## src/rtl/mac_layer_ctrl_if.sv

```systemverilog
// Handshake and datapath-control bundle between a layer sequencer and its
// surroundings.
//   slave  : sequencer view (consumes x / in_valid / abort / out_ready,
//            drives in_ready, mac_* controls, out_valid, busy)
//   master : upstream/downstream/datapath view (opposite directions)
interface mac_layer_ctrl_if #(
  parameter int unsigned BITSIZE = 24,
  parameter int unsigned N_IN    = 10,
  parameter int unsigned IDXW    = (N_IN > 1) ? $clog2(N_IN) : 1
);
  logic                      in_valid;
  logic                      in_ready;
  logic [BITSIZE*N_IN-1:0]   x;
  logic                      abort;
  logic [BITSIZE-1:0]        mac_x;
  logic [IDXW-1:0]           mac_row;
  logic                      mac_mul_en;
  logic                      mac_bias_load;
  logic                      mac_acc_en;
  logic                      out_valid;
  logic                      out_ready;
  logic                      busy;

  modport slave (
    input  in_valid, x, abort, out_ready,
    output in_ready, mac_x, mac_row, mac_mul_en, mac_bias_load, mac_acc_en,
           out_valid, busy
  );

  modport master (
    output in_valid, x, abort, out_ready,
    input  in_ready, mac_x, mac_row, mac_mul_en, mac_bias_load, mac_acc_en,
           out_valid, busy
  );
endinterface

```

## src/rtl/mac_layer_ctrl.sv

```systemverilog
// Sequencer for one time-multiplexed fully-connected layer. Captures an
// input vector, then drives the lane-parallel MAC datapath through
// bias load, N_IN multiply steps (accumulate lagging by one) and a drain
// step, and finally holds the result valid until consumed.
//   clk, reset : clock, asynchronous active-high reset
//   bus        : handshake (in_valid/in_ready/x, out_valid/out_ready),
//                soft abort, datapath controls (mac_*), busy
module mac_layer_ctrl #(
  parameter int unsigned BITSIZE = 24,
  parameter int unsigned N_IN    = 10,
  parameter int unsigned IDXW    = (N_IN > 1) ? $clog2(N_IN) : 1
) (
  input  logic              clk,
  input  logic              reset,
  mac_layer_ctrl_if.slave   bus
);

  typedef enum logic [2:0] {
    S_IDLE  = 3'd0,
    S_LOAD  = 3'd1,
    S_RUN   = 3'd2,
    S_DRAIN = 3'd3,
    S_OUT   = 3'd4
  } state_t;

  state_t               r_state;
  logic [IDXW-1:0]      r_cnt;
  logic [BITSIZE-1:0]   r_xv [N_IN];
  logic                 r_in_ready;
  logic [BITSIZE-1:0]   r_mac_x;
  logic [IDXW-1:0]      r_mac_row;
  logic                 r_mul_en;
  logic                 r_bias_load;
  logic                 r_acc_en;
  logic                 r_out_valid;
  logic                 r_busy;

  logic [IDXW-1:0]      w_next_cnt;

  assign w_next_cnt = r_cnt + IDXW'(1);

  // State and all outputs are registered together: each branch sets the
  // outputs that belong to the state being entered.
  always_ff @(posedge clk or posedge reset) begin
    if (reset) begin
      r_state     <= S_IDLE;
      r_cnt       <= '0;
      for (int i = 0; i < int'(N_IN); i++) r_xv[i] <= '0;
      r_in_ready  <= 1'b1;
      r_mac_x     <= '0;
      r_mac_row   <= '0;
      r_mul_en    <= 1'b0;
      r_bias_load <= 1'b0;
      r_acc_en    <= 1'b0;
      r_out_valid <= 1'b0;
      r_busy      <= 1'b0;
    end else begin
      r_in_ready  <= 1'b0;
      r_busy      <= 1'b1;
      r_mac_x     <= '0;
      r_mac_row   <= '0;
      r_mul_en    <= 1'b0;
      r_bias_load <= 1'b0;
      r_acc_en    <= 1'b0;
      r_out_valid <= 1'b0;

      // Abort outranks every other transition once a vector is in flight.
      if (bus.abort && (r_state != S_IDLE)) begin
        r_state    <= S_IDLE;
        r_in_ready <= 1'b1;
        r_busy     <= 1'b0;
      end else begin
        case (r_state)
          S_IDLE: begin
            if (bus.in_valid && !bus.abort) begin
              for (int i = 0; i < int'(N_IN); i++)
                r_xv[i] <= bus.x[BITSIZE*i +: BITSIZE];
              r_cnt       <= '0;
              r_bias_load <= 1'b1;
              r_state     <= S_LOAD;
            end else begin
              r_in_ready <= 1'b1;
              r_busy     <= 1'b0;
            end
          end
          S_LOAD: begin
            // First RUN step: row 0, no product registered yet to accumulate.
            r_state  <= S_RUN;
            r_mul_en <= 1'b1;
            r_mac_x  <= r_xv[0];
          end
          S_RUN: begin
            if (r_cnt == IDXW'(N_IN - 1)) begin
              r_state  <= S_DRAIN;
              r_acc_en <= 1'b1;
            end else begin
              r_cnt     <= w_next_cnt;
              r_mul_en  <= 1'b1;
              r_acc_en  <= 1'b1;
              r_mac_row <= w_next_cnt;
              r_mac_x   <= r_xv[w_next_cnt];
            end
          end
          S_DRAIN: begin
            r_state     <= S_OUT;
            r_out_valid <= 1'b1;
          end
          S_OUT: begin
            if (bus.out_ready) begin
              r_state    <= S_IDLE;
              r_in_ready <= 1'b1;
              r_busy     <= 1'b0;
            end else begin
              r_out_valid <= 1'b1;
            end
          end
          default: begin
            r_state    <= S_IDLE;
            r_in_ready <= 1'b1;
            r_busy     <= 1'b0;
          end
        endcase
      end
    end
  end

  assign bus.in_ready      = r_in_ready;
  assign bus.mac_x         = r_mac_x;
  assign bus.mac_row       = r_mac_row;
  assign bus.mac_mul_en    = r_mul_en;
  assign bus.mac_bias_load = r_bias_load;
  assign bus.mac_acc_en    = r_acc_en;
  assign bus.out_valid     = r_out_valid;
  assign bus.busy          = r_busy;

endmodule

```

## src/flat_wrapper.sv

```systemverilog
// flat-port wrapper written by rule: the top's interface ports become plain ports
module mac_layer_ctrl_flat 
#(
  parameter int unsigned BITSIZE = 24,
  parameter int unsigned N_IN    = 10,
  parameter int unsigned IDXW    = (N_IN > 1) ? $clog2(N_IN) : 1
)
  (clk, reset, bus_in_valid, bus_x, bus_abort, bus_out_ready, bus_in_ready, bus_mac_x, bus_mac_row, bus_mac_mul_en, bus_mac_bias_load, bus_mac_acc_en, bus_out_valid, bus_busy);
  mac_layer_ctrl_if #(.BITSIZE(BITSIZE), .N_IN(N_IN), .IDXW(IDXW)) bus_i ();
  input  logic clk;
  input  logic reset;
  input wire logic [$bits(bus_i.in_valid)-1:0] bus_in_valid;
  input wire logic [$bits(bus_i.x)-1:0] bus_x;
  input wire logic [$bits(bus_i.abort)-1:0] bus_abort;
  input wire logic [$bits(bus_i.out_ready)-1:0] bus_out_ready;
  output wire logic [$bits(bus_i.in_ready)-1:0] bus_in_ready;
  output wire logic [$bits(bus_i.mac_x)-1:0] bus_mac_x;
  output wire logic [$bits(bus_i.mac_row)-1:0] bus_mac_row;
  output wire logic [$bits(bus_i.mac_mul_en)-1:0] bus_mac_mul_en;
  output wire logic [$bits(bus_i.mac_bias_load)-1:0] bus_mac_bias_load;
  output wire logic [$bits(bus_i.mac_acc_en)-1:0] bus_mac_acc_en;
  output wire logic [$bits(bus_i.out_valid)-1:0] bus_out_valid;
  output wire logic [$bits(bus_i.busy)-1:0] bus_busy;
  assign bus_i.in_valid = bus_in_valid;
  assign bus_i.x = bus_x;
  assign bus_i.abort = bus_abort;
  assign bus_i.out_ready = bus_out_ready;
  assign bus_in_ready = bus_i.in_ready;
  assign bus_mac_x = bus_i.mac_x;
  assign bus_mac_row = bus_i.mac_row;
  assign bus_mac_mul_en = bus_i.mac_mul_en;
  assign bus_mac_bias_load = bus_i.mac_bias_load;
  assign bus_mac_acc_en = bus_i.mac_acc_en;
  assign bus_out_valid = bus_i.out_valid;
  assign bus_busy = bus_i.busy;
  mac_layer_ctrl #(.BITSIZE(BITSIZE), .N_IN(N_IN), .IDXW(IDXW)) u_core (.clk(clk), .reset(reset), .bus(bus_i));
endmodule
```

## config.mk

```make
export PLATFORM = sky130hd
export DESIGN_NAME = mac_layer_ctrl_flat
export DESIGN_NICKNAME = d
export VERILOG_FILES = /design/src/rtl/mac_layer_ctrl_if.sv /design/src/rtl/mac_layer_ctrl.sv /design/src/flat_wrapper.sv
export SDC_FILE = /design/constraint.sdc
export NUM_CORES = 1
export LEC_CHECK = 0
export CORE_ASPECT_RATIO = 0.7
export CORE_MARGIN = 4
export CORE_UTILIZATION = 48
export CTS_CLUSTER_SIZE = 12
export DETAILED_ROUTE_END_ITERATION = 7
export GPL_TIMING_DRIVEN = 0
export PLACE_DENSITY_LB_ADDON = 0.2
export SETUP_SLACK_MARGIN = 0.2
export SLEW_MARGIN = 10
export SYNTH_ARGS = -nofsm -noshare
export SYNTH_HDL_FRONTEND = slang
export SYNTH_SLANG_ARGS = --single-unit
```

## constraint.sdc

```tcl
create_clock -name clk -period 11.8 [get_ports clk]
set_clock_uncertainty 0.1 [all_clocks]
set_input_delay 2.36 -clock clk [delete_from_list [all_inputs] [get_ports clk]]
set_output_delay 2.36 -clock clk [all_outputs]
set_load 0.02 [all_outputs]
```

==> metrics <==
CTS tree yes; RSZ-0062 raised after global routing no; Main synth FF type dfrtp_1; Post-route DRC 0; WL met3 2.42 mm; clock buffer count from CTS 29; share of cells above drive strength 1 33.2%; die area 0.0290 mm²; drt pass-1 iters 6; Mapped Cells 783; max-cap violations 0; Num Clock Sinks 281; via count 7,972; clock power share 26.8%; final setup fails 0; DRT Wirelength 33.6 mm; WL per Instance 23.0 µm; Static Leak 6.85 nW; WP data required 9.34 ns; row count 49; Net Sw Frac 27.2%; Worst Setup Start Kind flip-flop; # fillers 1,858; met1 WL 16.0 mm; first-pass GRT wire length 51.1 mm; n_diodes 0; Worst path max stage delay 0.59 ns; Global Route Usage Sum 23.0%; Least-Margin Pin Slew 1.06 ns; Clock transition at path regs 0.06 ns; crit path max fanout 1; final core occ 64.9%; routability cong. 0.798; number of enable flip-flop cells after synthesis 0; via/cell ratio 5.46; outcome finished, final reports clean; Cell Int Power 2.29 mW; sequential share of the synthesized area 55.7%; Synth cell types 47; core area 0.0258 mm²; Seq pwr share 43.6%; Layout Nets 1,340; sw power 856 µW; initial antenna violation count 3; CP delay by family, top buffers and inverters; worst-path cell chain clkdlybuf4s50_1; DP HPWL 24.9 mm; syn nets 1,030; ys async rst share 100%; Pwr Total 3.15 mW; mapped cell area 0.0126 mm²; Highest Signal Layer met5; global route overflow 0; Critical-path top delay cell clkdlybuf4s50_1; ranking of synthesized cells by area dfrtp_1 55%, mux2_2 20%, mux4_2 4.5%, buf_6 3.0%, mux4_1 2.7%; Final period util 34.6%; Bufs and invs on worst path 1; mean area per synthesized cell 16.1 µm²; hold buffer count at CTS 0; pin count of the biggest net entering global routing 109; chip width 202 µm; H-Tree Depth 1; worst hold path class reg -> reg; min Tclk post-route 4.09 ns; Slew Limit Fails 0; Resized cells post-CTS 0; post-synth top area cell dfrtp_1; final hold violations 0; CTS root buffer clkbuf_16; most frequent cell after synthesis dfrtp_1; slew margin rel. 28.5%; most frequent cells after synthesis 280 x dfrtp_1, 226 x mux2_2, 34 x buf_6, 31 x nand2_1, 25 x mux4_2; clock tree buffer depth 3; vias in the first global route 8,511; Critical Path AT 1.63 ns; fmax 0.245 GHz; area growth from synthesis to layout 32.6%; IO buf count 277; Antenna Nets Post-Route 0; Syn. warnings 0; clk_lat worst skew 0.53 ns; share of the synthesized area in the top cell type 55.5%; Worst VDD drop 0.000112 V; Pwr Density 188 mW/mm²; power share of the combinational group 29.6%; met2 WL 14.6 mm; Crit Path Category reg -> out; Initial Utilization 48.9%; setup bufs post-CTS 0; endpoint type of the worst setup path output port; die height 144 µm; initial drt markers 395; Boundary Pins 279; number of synthesized register bits 281
-- cell type report --
cell class                 count  area (µm²)  share of cell area (%)
multi-input combinational    440        4970                    29.7
tap                          357         447                    2.67
clock inverter                 5        55.1                   0.329
clock buffer                  37         786                    4.69
timing repair buffer         279        2830                    16.9
sequential                   281        7030                    42.0
inverter                       4        22.5                   0.134
buffer                        58         613                    3.66
-- metrics by stage --
step	cells	hold slack [ns]	TNS (ns)	setup WS, ns	instance area, µm²
final	1461	0.381	0	7.71	16800
after global routing	1461	0.399	0	7.67	16800
after CTS	1461	0.389	0	7.69	16800
after detailed placement	1419	0.375	0	7.47	15900
after global placement	1417	0.366	-563.01	-2.05	15900
after floorplan	783	0.353	0	1.59	12600
-- sequential cells by signal, summed over array words and instances (netlist names) --
name	cells
u_core.r_xv	240
u_core.bus.mac_x	24
u_core.bus.mac_row	4
u_core.r_cnt	4
u_core.r_state	3
u_core.bus.busy	1
u_core.bus.in_ready	1
u_core.bus.mac_acc_en	1
u_core.bus.mac_bias_load	1
u_core.bus.mac_mul_en	1
u_core.bus.out_valid	1
-- cell families (layout without fill, tap and decap cells) --
logic type | Yosys count | in the layout | share of synthesized area [%]
xor+xnor | 2 | 2 | 0.139
simple gates | 59 | 59 | 2.37
compound gates | 65 | 65 | 4.22
buf+inv | 62 | 383 | 4.97
flops | 281 | 281 | 55.7
mux | 312 | 312 | 32.4
fa+ha+maj | 2 | 2 | 0.198
-- worst paths after layout --
| kind | start | to | slack, ns | cells after the start |
|---|---|---|---|---|
| worst min register to register | u_core.r_xv[50] | u_core.r_xv[50] | 0.38 | 1 |
| min in group asynchronous | reset | u_core.r_xv[162] | 2.21 | 2 |
| max in group asynchronous | reset | u_core.r_xv[77] | 8.48 | 3 |
| worst min-delay path | u_core.r_xv[50] | u_core.r_xv[50] | 0.38 | 1 |
| worst max register to register | u_core.r_cnt[1] | u_core.bus.mac_x[15] | 8.99 | 8 |
| worst max-delay path | u_core.bus.in_ready | bus_in_ready | 7.71 | 1 |
-- per-layer routing --
layer,GRT usage [%],vias to the layer above
met5,0,-
met4,3.95,6
met3,5.64,46
met2,34.4,221
met1,34.9,4132
li1,-,3567
-- power groups by stage --
stage / registers [mW] / logic (mW) / clock network (mW)
after floorplan: 1.36 / 0.662 / 0
after global placement: 1.38 / 0.922 / 0
after detailed placement: 1.38 / 0.941 / 0
after CTS: 1.37 / 0.944 / 0.858
after global routing: 1.40 / 1.00 / 0.893
final: 1.37 / 0.932 / 0.842
-- cell usage in the layout (no fill, tap or decap), types with 6 or more instances in the layout --
master           count
buf_6               34
buf_2                8
dfrtp_1            280
clkdlybuf4s50_1    277
o22ai_1             21
mux2_2             226
clkbuf_16           29
mux4_2              25
mux4_1              13
mux2i_1             24
clkbuf_1             6
clkbuf_8            12
mux4_4              10
nand2_1             31
nor2_1               7
a221o_1             21
mux2_1              14
No activity file was read; power rests on OpenSTA's default activity.
